==> config.mk <==
export PLATFORM = sky130hd
export DESIGN_NAME = sd_response_receiver
export DESIGN_NICKNAME = d
export VERILOG_FILES = /design/src/rtl/sd_response_receiver.sv
export SDC_FILE = /design/constraint.sdc
export NUM_CORES = 1
export LEC_CHECK = 0
export CORE_UTILIZATION = 51
export CTS_CLUSTER_DIAMETER = 50
export DETAILED_ROUTE_END_ITERATION = 7
export HOLD_SLACK_MARGIN = 0.12
export PLACE_DENSITY = 0.85
export SYNTH_ARGS = -nofsm -noshare
export SYNTH_HDL_FRONTEND = slang
export SYNTH_SLANG_ARGS = --single-unit
==> constraint.sdc <==
create_clock -name CLK -period 2.5 [get_ports CLK]
set_clock_uncertainty 0.15 [all_clocks]
set_input_delay 0.5 -clock CLK [delete_from_list [all_inputs] [get_ports CLK]]
set_output_delay 0.5 -clock CLK [all_outputs]
set_load 0.03 [all_outputs]
==> src/rtl/sd_response_receiver.sv <==
// SD CMD-line response receiver: waits for the start bit, captures a 48/136-bit
// frame MSB first, and reports CRC7, end-bit and timeout status.
module sd_response_receiver #(
  parameter int TIMEOUT_CYCLES = 64
) (
  input  logic         CLK,
  input  logic         RESET_N,
  input  logic         ENABLE,
  input  logic         LONG,
  input  logic         CHECK_CRC,
  input  logic         IN,
  output logic [135:0] DATA,
  output logic         BUSY,
  output logic         FINISH,
  output logic         TIMEOUT,
  output logic         CRC_ERR,
  output logic         END_ERR
);

  localparam int WW = $clog2(TIMEOUT_CYCLES + 1);

  typedef enum logic [1:0] {IDLE, WAIT_START, RECEIVE, DONE} state_t;

  state_t          state;
  logic            long_q;
  logic            crc_en_q;
  logic [7:0]      bit_cnt;
  logic [WW-1:0]   wait_cnt;
  logic [6:0]      crc;

  logic [135:0]    data_nxt;
  logic            last_bit;
  logic            crc_use;
  logic            fb;
  logic [6:0]      crc_nxt;

  assign data_nxt = {DATA[134:0], IN};
  assign last_bit = long_q ? (bit_cnt == 8'd135) : (bit_cnt == 8'd47);
  // CRC span excludes start bit (zero anyway) and, for R2, the 8-bit header.
  assign crc_use  = long_q ? (bit_cnt >= 8'd8 && bit_cnt <= 8'd127) : (bit_cnt <= 8'd39);
  assign fb       = crc[6] ^ IN;
  assign crc_nxt  = {crc[5:3], crc[2] ^ fb, crc[1:0], fb};

  always_ff @(posedge CLK) begin
    if (!RESET_N) begin
      state    <= IDLE;
      long_q   <= 1'b0;
      crc_en_q <= 1'b0;
      bit_cnt  <= '0;
      wait_cnt <= '0;
      crc      <= '0;
      DATA     <= '0;
      BUSY     <= 1'b0;
      FINISH   <= 1'b0;
      TIMEOUT  <= 1'b0;
      CRC_ERR  <= 1'b0;
      END_ERR  <= 1'b0;
    end else begin
      FINISH <= 1'b0;
      case (state)
        IDLE: begin
          if (ENABLE) begin
            long_q   <= LONG;
            crc_en_q <= CHECK_CRC;
            DATA     <= '0;
            TIMEOUT  <= 1'b0;
            CRC_ERR  <= 1'b0;
            END_ERR  <= 1'b0;
            wait_cnt <= '0;
            bit_cnt  <= '0;
            crc      <= '0;
            BUSY     <= 1'b1;
            state    <= WAIT_START;
          end
        end
        WAIT_START: begin
          if (!IN) begin
            DATA    <= data_nxt;
            bit_cnt <= 8'd1;
            state   <= RECEIVE;
          end else if (wait_cnt == WW'(TIMEOUT_CYCLES - 1)) begin
            TIMEOUT <= 1'b1;
            BUSY    <= 1'b0;
            state   <= DONE;
          end else begin
            wait_cnt <= wait_cnt + 1'b1;
          end
        end
        RECEIVE: begin
          DATA    <= data_nxt;
          bit_cnt <= bit_cnt + 8'd1;
          if (crc_use) crc <= crc_nxt;
          if (last_bit) begin
            // CRC register is final well before the CRC field arrives.
            CRC_ERR <= crc_en_q && (data_nxt[7:1] != crc);
            END_ERR <= !IN;
            BUSY    <= 1'b0;
            state   <= DONE;
          end
        end
        DONE: begin
          FINISH <= 1'b1;
          state  <= IDLE;
        end
        default: state <= IDLE;
      endcase
    end
  end

endmodule

==> results of run 1 <==
-- cells by family (layout without fill, tap and decap cells) --
logic type | Yosys count | in the layout
fa+ha+maj | 7 | 7
xor+xnor | 19 | 19
compound gates | 175 | 175
flops | 167 | 167
mux | 2 | 2
buf+inv | 76 | 206
simple gates | 344 | 344
-- cell usage after synthesis (all sizes together) (5+ instances only) --
cell / number / area [µm²]
nand2: 158 / 595.6
inv: 7 / 26.28
dfxtp: 167 / 3343
a22o: 7 / 61.31
nand3: 144 / 720.7
clkbuf: 19 / 71.32
ha: 7 / 87.58
a21boi: 140 / 1051
xnor2: 7 / 61.31
nand4: 5 / 31.28
nor2: 18 / 67.56
buf: 50 / 270.3
xor2: 12 / 105.1
-- metrics by stage --
step | total power [W] | area [µm²] | worst slack [ps] | hold WS (ps)
after floorplan | 0.004512 | 6898 | 453.9 | 292.9
after global placement | 0.005220 | 8566 | 132.6 | 298.5
after detailed placement | 0.005220 | 8566 | 102.0 | 305.7
after CTS | 0.007818 | 9160 | 241.4 | 315.5
after global routing | 0.008162 | 9160 | 61.89 | 333.2
final | 0.007777 | 9160 | 232.6 | 313.6
-- worst min-delay path by stage --
stage | from | endpoint | slack [ps]
finish | DATA[114]$_SDFFE_PN0P_ | DATA[114]$_SDFFE_PN0P_ | 310
global route | RESET_N | DATA[13]$_SDFFE_PN0P_ | 330
CTS | DATA[126]$_SDFFE_PN0P_ | DATA[126]$_SDFFE_PN0P_ | 320
detailed placement | DATA[126]$_SDFFE_PN0P_ | DATA[126]$_SDFFE_PN0P_ | 310
global placement | DATA[135]$_SDFFE_PN0P_ | DATA[135]$_SDFFE_PN0P_ | 300
floorplan | wait_cnt[6]$_SDFFE_PN0P_ | wait_cnt[6]$_SDFFE_PN0P_ | 290
-- sequential cells by signal (all words and copies together), names as in the netlist --
| register | flops |
|---|---|
| DATA | 136 |
| bit_cnt | 8 |
| crc | 7 |
| wait_cnt | 7 |
| state | 2 |
| BUSY | 1 |
| CRC_ERR | 1 |
| END_ERR | 1 |
| FINISH | 1 |
| TIMEOUT | 1 |
| crc_en_q | 1 |
| long_q | 1 |
-- critical path: cells and delay by family (launching register included) --
family | cells | cell delay, ps
compound gates | 2 | 370
fa+ha+maj | 1 | 290
buf+inv | 4 | 650
flops | 1 | 420
simple gates | 2 | 280
-- layout by cell type, fill, tap and decap left out, types with 2 or more instances in the layout --
| cell type | n |
|---|---|
| a211oi_1 | 2 |
| a21boi_0 | 92 |
| a21boi_1 | 48 |
| a21o_1 | 2 |
| a21oi_1 | 4 |
| a22o_1 | 7 |
| and2_1 | 2 |
| and3_1 | 2 |
| buf_12 | 11 |
| buf_4 | 12 |
| bufinv_16 | 2 |
| clkbuf_1 | 3 |
| clkbuf_16 | 17 |
| clkbuf_8 | 5 |
| clkdlybuf4s50_1 | 145 |
| clkinvlp_4 | 2 |
| dfxtp_1 | 167 |
| ha_1 | 7 |
| inv_1 | 7 |
| mux2i_1 | 2 |
| nand2_1 | 156 |
| nand3_1 | 144 |
| nand3b_1 | 2 |
| nand4_1 | 5 |
| nor2_1 | 18 |
| nor3_1 | 2 |
| nor4_1 | 2 |
| o21a_1 | 2 |
| o21ai_0 | 3 |
| o21bai_1 | 2 |
| xnor2_1 | 7 |
| xor2_1 | 12 |
-- power groups by stage --
stage | logic (W) | registers (W) | clock network, W
finish | 0.00239 | 0.00278 | 0.00261
global route | 0.00259 | 0.00279 | 0.00278
CTS | 0.00239 | 0.00278 | 0.00265
detailed placement | 0.00238 | 0.00283 | 0
global placement | 0.00239 | 0.00283 | 0
floorplan | 0.00167 | 0.00284 | 0
-- cell type report --
class	instances	area [µm²]	area share (%)
clock buffer	25	505.5	5.518
clock inverter	6	88.84	0.9698
inverter	7	26.28	0.2868
multi-input combinational	547	3214	35.09
sequential	167	3343	36.50
tap	176	220.2	2.404
timing repair buffer	168	1762	19.23
-- per-layer routing --
metal | vias up | global-route usage, %
met2 | 130 | 35.59
met1 | 2799 | 29.66
met4 | 0 | 8.333
met3 | 14 | 6.467
met5 | - | 0
li1 | 2946 | -
==> flow_summary.rst, run 1 <==
.. list-table::
   :header-rows: 1

   * - Metric
     - Value
   * - Crit-path cells
     - inv_1 > ha_1 > nor2b_1 > buf_4 > a211oi_4 > buf_12 > buf_12 > nand3_1 > a21boi_1
   * - Worst Hold Depth
     - 2
   * - Number of distinct library cells after synthesis
     - 50
   * - DP HPWL
     - 10010 µm
   * - Maximum number of buffers from clock root to sink
     - 2
   * - Non-filler instance count after layout
     - 1096
   * - R2R depth
     - 9
   * - Final TNS setup
     - 0 ps
   * - Number of clock sinks
     - 167
   * - Via count of the first global-routing pass
     - 5315
   * - Combinational family with the most area after synthesis
     - simple AND/OR/NAND/NOR gates
   * - M1 WL
     - 7258 µm
   * - Max Cap Viol
     - 0
   * - Inserted Clock Buffers
     - 17
   * - Synth async-reset ratio
     - 0%
   * - Reported net switching power
     - 0.002711 W
   * - Count of unresolved DRC violations after routing
     - 0
   * - Path category of the worst min-delay check
     - flop to flop
   * - Average wire per standard cell
     - 14.31 µm
   * - Cell leakage power
     - 3.020 nW
   * - Die X-Extent
     - 118.3 µm
   * - Origin of the worst setup path
     - state[0]$_SDFFE_PN0P_
   * - Crit share post-route
     - 90.70%
   * - Floorplan die area
     - 13990 µm²
   * - Clock Power Share
     - 33.5%
   * - Detailed Routing Iterations Pass 1
     - 6
   * - Number of filler instances in the final layout
     - 1081
   * - Basic-gate share of the synthesized area counting and, or, nand and nor cells
     - 22.80%
   * - Routability cong.
     - 0.7936
   * - Reg-to-reg critical path startpoint
     - state[0]$_SDFFE_PN0P_
   * - Layout overhead on the synthesized area
     - 32.80%
   * - Part of the Yosys area used for sequential elements
     - 48.47%
   * - Worst-path maximum fanout
     - 44
   * - Category of the worst setup path capture point
     - flop
   * - Final critical path time including I/O delays and setup
     - 2267 ps
   * - Crit path max-delay cell type
     - dfxtp_1
   * - Dominant register cell in the synthesized netlist
     - dfxtp_1
   * - Max frequency
     - 441.0 MHz
   * - Via count
     - 5889
   * - DR iter-0 viols
     - 566
   * - Antenna Violating Nets Remaining
     - 0
   * - All-Layer GR Usage
     - 22.70%
   * - Number of warning messages in the yosys log
     - 0
   * - Number of buffers added on ports
     - 146
   * - Worst IR Drop VDD
     - 0.6087 mV
   * - Via count normalized by instance count
     - 5.373
   * - Required time of the critical path
     - 2690 ps
   * - Die Y
     - 118.3 µm
   * - Final count of negative-setup-slack endpoints
     - 0
   * - CTS H-tree lvls
     - 4
   * - Multiplexer share of the synthesized area
     - 0.2902%
   * - Internal power contribution
     - 0.005065 W
   * - Number of antenna violations at the first check in global routing
     - 0
   * - Cells resized by post-CTS repair
     - 0
   * - Class of the most critical setup path
     - flop to flop
   * - Count of final hold-check violations
     - 0
   * - Worst EP arrival
     - 2460 ps
   * - R2R Setup Slk
     - 230 ps
   * - Row count
     - 42
   * - Worst Max-Slew Pin Slew
     - 432.2 ps
   * - Maximum number of pins on one net before global-route repair
     - 96
   * - DR top layer
     - met4
   * - Worst stage delay on the critical path
     - 420 ps
   * - Post-CTS Hold Fix Bufs
     - 0
   * - Placeable core area
     - 13240 µm²
   * - Post-synth net total
     - 803
   * - Cell area power density
     - 849.0 nW/µm²
   * - Total standard cell area after synthesis
     - 6898 µm²
   * - Clock edge transition at the registers on the reported setup and hold paths
     - 60 ps
   * - Xor-xnor portion of the synthesized cell area
     - 2.412%
   * - Relative contribution of sequential cells to total power
     - 35.8%
   * - Overall overflow remaining after global route
     - 0
   * - Worst path most repeated cell
     - buf_12
   * - Switching power as a share of total power
     - 34.87%
   * - Result of the run
     - finished clean
   * - Met2 WL
     - 7408 µm
   * - First-pass GRT wire length
     - 25870 µm
   * - Compound-cell area share of the yosys netlist
     - 19.43%
   * - Post-layout util
     - 69.17%
   * - Worst slew slack as a fraction of its limit
     - 70.99%
   * - Share of cells above drive strength 1
     - 6.739%
   * - Crit Reg-Reg Endpoint
     - DATA[84]$_SDFFE_PN0P_
   * - Final number of max-transition violations
     - 0
   * - TritonCTS clock tree
     - built
   * - Number of storage elements in the synthesis netlist
     - 167
   * - Final WL
     - 15690 µm
   * - Root Buffer Master
     - clkbuf_16
   * - Final nets
     - 921
   * - RSZ-0062 raised after global routing
     - false
   * - Combinational share of power
     - 30.7%
   * - Met3 routed wirelength
     - 838 µm
   * - CP endpoint
     - DATA[84]$_SDFFE_PN0P_
   * - Startpoint type of the worst setup path
     - flop
   * - Placed instance count
     - 1065
   * - Synth Area in Adders
     - 1.270%
   * - Clk_lat worst skew
     - 420 ps
   * - Initial Utilization
     - 52.09%
   * - Number of antenna diodes
     - 0
   * - Number of setup buffers added after CTS
     - 0
   * - Synthesized instance count
     - 790
   * - Top Ports
     - 147
   * - Number of synthesized flops with an enable pin
     - 0
   * - Syn_area_per_cell
     - 8.731 µm²
No activity file was read; power rests on OpenSTA's default activity.
==> inputs of run 2 (changes only) <==
- HOLD_SLACK_MARGIN: 0.12 -> 0.06
- clock period: 2.5 -> 2.55 ns (I/O delays scaled with it)
==> flow_summary.rst, run 2 (same netlist as run 1, synthesis figures left out) <==
.. list-table::
   :header-rows: 1

   * - Metric
     - Value
   * - Result of the run
     - finished clean (unchanged)
   * - Worst IR Drop VDD
     - 0.5727 mV (was 0.6087 mV)
   * - Root Buffer Master
     - clkbuf_16 (unchanged)
   * - Placed instance count
     - 1061 (was 1065)
   * - Antenna Violating Nets Remaining
     - 0 (unchanged)
   * - Post-CTS Hold Fix Bufs
     - 0 (unchanged)
   * - Detailed Routing Iterations Pass 1
     - 6 (unchanged)
   * - Most frequent standard cell in the layout excluding fill and tap cells
     - dfxtp_1 (unchanged)
   * - Worst slack, placed
     - 63.63 ps (was 102.0 ps)
   * - Leading cell types in the layout, fill and taps excluded
     - dfxtp_1 (167), nand2_1 (156), clkdlybuf4s50_1 (145) (unchanged)
   * - All-Layer GR Usage
     - 22.64% (was 22.70%)
   * - TritonCTS clock tree
     - built (unchanged)
   * - Number of flip-flops in the largest register
     - 136 (unchanged)
   * - Worst slew slack as a fraction of its limit
     - 69.78% (was 70.99%)
   * - Row count
     - 42 (unchanged)
   * - Final WL
     - 15870 µm (was 15690 µm)
   * - Count of unresolved DRC violations after routing
     - 0 (unchanged)
   * - Max frequency
     - 428.1 MHz (was 441.0 MHz)
   * - Number of antenna violations at the first check in global routing
     - 0 (unchanged)
   * - Die X-Extent
     - 118.3 µm (unchanged)
   * - Clock edge transition at the registers on the reported setup and hold paths
     - 60 ps (about the same)
   * - Die Y
     - 118.3 µm (unchanged)
   * - Final critical path time including I/O delays and setup
     - 2336 ps (was 2267 ps)
   * - Class of the most critical setup path
     - flop to flop (unchanged)
   * - CTS H-tree lvls
     - 4 (unchanged)
   * - Maximum number of buffers from clock root to sink
     - 2 (unchanged)
   * - Final total power
     - 0.007546 W (was 0.007777 W)
   * - Reported net switching power
     - 0.002720 W (was 0.002711 W)
   * - Worst EP arrival
     - 2520 ps (was 2460 ps)
   * - DP HPWL
     - 9871 µm (was 10010 µm)
   * - Layout overhead on the synthesized area
     - 31.74% (was 32.80%)
   * - Number of clock sinks
     - 167 (unchanged)
   * - Cell area power density
     - 830.4 nW/µm² (was 849.0 nW/µm²)
   * - Final number of max-transition violations
     - 0 (unchanged)
   * - Combinational share of power
     - 29.4% (was 30.7%)
   * - Via count
     - 5926 (was 5889)
   * - Inserted Clock Buffers
     - 17 (unchanged)
   * - Final nets
     - 917 (was 921)
   * - Via count of the first global-routing pass
     - 5145 (was 5315)
   * - Worst Max-Slew Pin Slew
     - 450.2 ps (was 432.2 ps)
   * - DR iter-0 viols
     - 515 (was 566)
   * - Startpoint type of the worst setup path
     - flop (unchanged)
   * - Non-filler instance count after layout
     - 1093 (was 1096)
   * - Required time of the critical path
     - 2730 ps (was 2690 ps)
   * - Setup slack of the critical path after layout
     - 214.0 ps (was 232.6 ps)
   * - Average wire per standard cell
     - 14.52 µm (was 14.31 µm)
   * - R2R depth
     - 9 (unchanged)
   * - Count of final hold-check violations
     - 0 (unchanged)
   * - Cell leakage power
     - 2.976 nW (was 3.020 nW)
   * - Share of cells above drive strength 1
     - 6.761% (was 6.739%)
   * - Crit share post-route
     - 91.61% (was 90.70%)
   * - Clock Power Share
     - 34.5% (was 33.5%)
   * - Internal power contribution
     - 0.004826 W (was 0.005065 W)
   * - Overall overflow remaining after global route
     - 0 (unchanged)
   * - Maximum number of pins on one net before global-route repair
     - 96 (unchanged)
   * - Post-layout util
     - 68.62% (was 69.17%)
   * - Final TNS setup
     - 0 ps (unchanged)
   * - Placeable core area
     - 13240 µm² (unchanged)
   * - Top Ports
     - 147 (unchanged)
   * - Clk_lat worst skew
     - 420 ps (about the same)
   * - Initial Utilization
     - 52.09% (unchanged)
   * - Path category of the worst min-delay check
     - flop to flop (unchanged)
   * - Routability cong.
     - 0.7771 (was 0.7936)
   * - Final count of negative-setup-slack endpoints
     - 0 (unchanged)
   * - Largest registers
     - DATA (136), bit_cnt (8) (unchanged)
   * - Worst-path maximum fanout
     - 35 (was 44)
   * - Via count normalized by instance count
     - 5.422 (was 5.373)
   * - Register with the highest flop count
     - DATA (unchanged)
   * - Number of buffers added on ports
     - 146 (unchanged)
   * - Relative contribution of sequential cells to total power
     - 36.1% (was 35.8%)
   * - Switching power as a share of total power
     - 36.05% (was 34.87%)
   * - Number of setup buffers added after CTS
     - 0 (unchanged)
   * - First-pass GRT wire length
     - 25870 µm (unchanged)
   * - Worst Hold Depth
     - 2 (unchanged)
   * - RSZ-0062 raised after global routing
     - false (unchanged)
   * - Floorplan die area
     - 13990 µm² (unchanged)
   * - Cells resized by post-CTS repair
     - 0 (unchanged)
   * - Max Cap Viol
     - 0 (unchanged)
   * - Category of the worst setup path capture point
     - flop (unchanged)
   * - Number of antenna diodes
     - 0 (unchanged)
[run 2: cell types whose count changed in the layout (fill, tap and decap cells not counted), sizes merged]
cell,delta
buf,-4
bufinv,+1
clkbuf,-8
clkinv,+2
clkinvlp,+4
inv,+2
[run 2: path summary, 6_finish.rpt]
path / startpoint / end / slack, ps
worst max-delay path: state[0]$_SDFFE_PN0P_ / DATA[35]$_SDFFE_PN0P_ / 210
worst min-delay path: DATA[114]$_SDFFE_PN0P_ / DATA[114]$_SDFFE_PN0P_ / 310
worst max register to register: state[0]$_SDFFE_PN0P_ / DATA[35]$_SDFFE_PN0P_ / 210
worst min register to register: DATA[114]$_SDFFE_PN0P_ / DATA[114]$_SDFFE_PN0P_ / 310
[run 2: cell type report]
type | count | area (µm²)
fill | 1065 | 4155
sequential | 167 | 3343
multi-input combinational | 547 | 3214
timing repair buffer | 164 | 1682
clock buffer | 17 | 425.4
tap | 176 | 220.2
clock inverter | 15 | 176.4
inverter | 7 | 26.28
[run 2: critical path, stage by stage, from the launching register on]
cell and delay, ps:
dfxtp_1 410, inv_1 90, ha_1 290, nor2b_1 160, buf_4 170, a211oi_4 210, buf_12 240, buf_4 210
nand3_1 80, a21boi_0 210
[run 2: layer usage]
metal	global-route usage, %	part of all wire, %	vias up
met2	33.82	46	135
met1	31.13	47	2841
li1	-	-	2938
met4	7.452	1.1	0
met3	6.708	5.5	12
met5	0	0	-
[run 2: stage by stage]
stage	instance area [µm²]	hold slack, ps
2_1_floorplan	6898	292.9
3_3_place_gp	8486	297.5
3_5_place_dp	8486	308.2
4_1_cts	9087	316.1
5_1_grt	9087	329.3
6_report	9087	314.2
[run 2: power groups by stage]
stage / clock, W / combinational (W) / sequential (W)
6_report: 0.00261 / 0.00222 / 0.00272
5_1_grt: 0.00277 / 0.00241 / 0.00273
4_1_cts: 0.00266 / 0.00221 / 0.00272
3_5_place_dp: 0 / 0.00221 / 0.00278
3_3_place_gp: 0 / 0.00221 / 0.00278
2_1_floorplan: 0 / 0.00164 / 0.00279
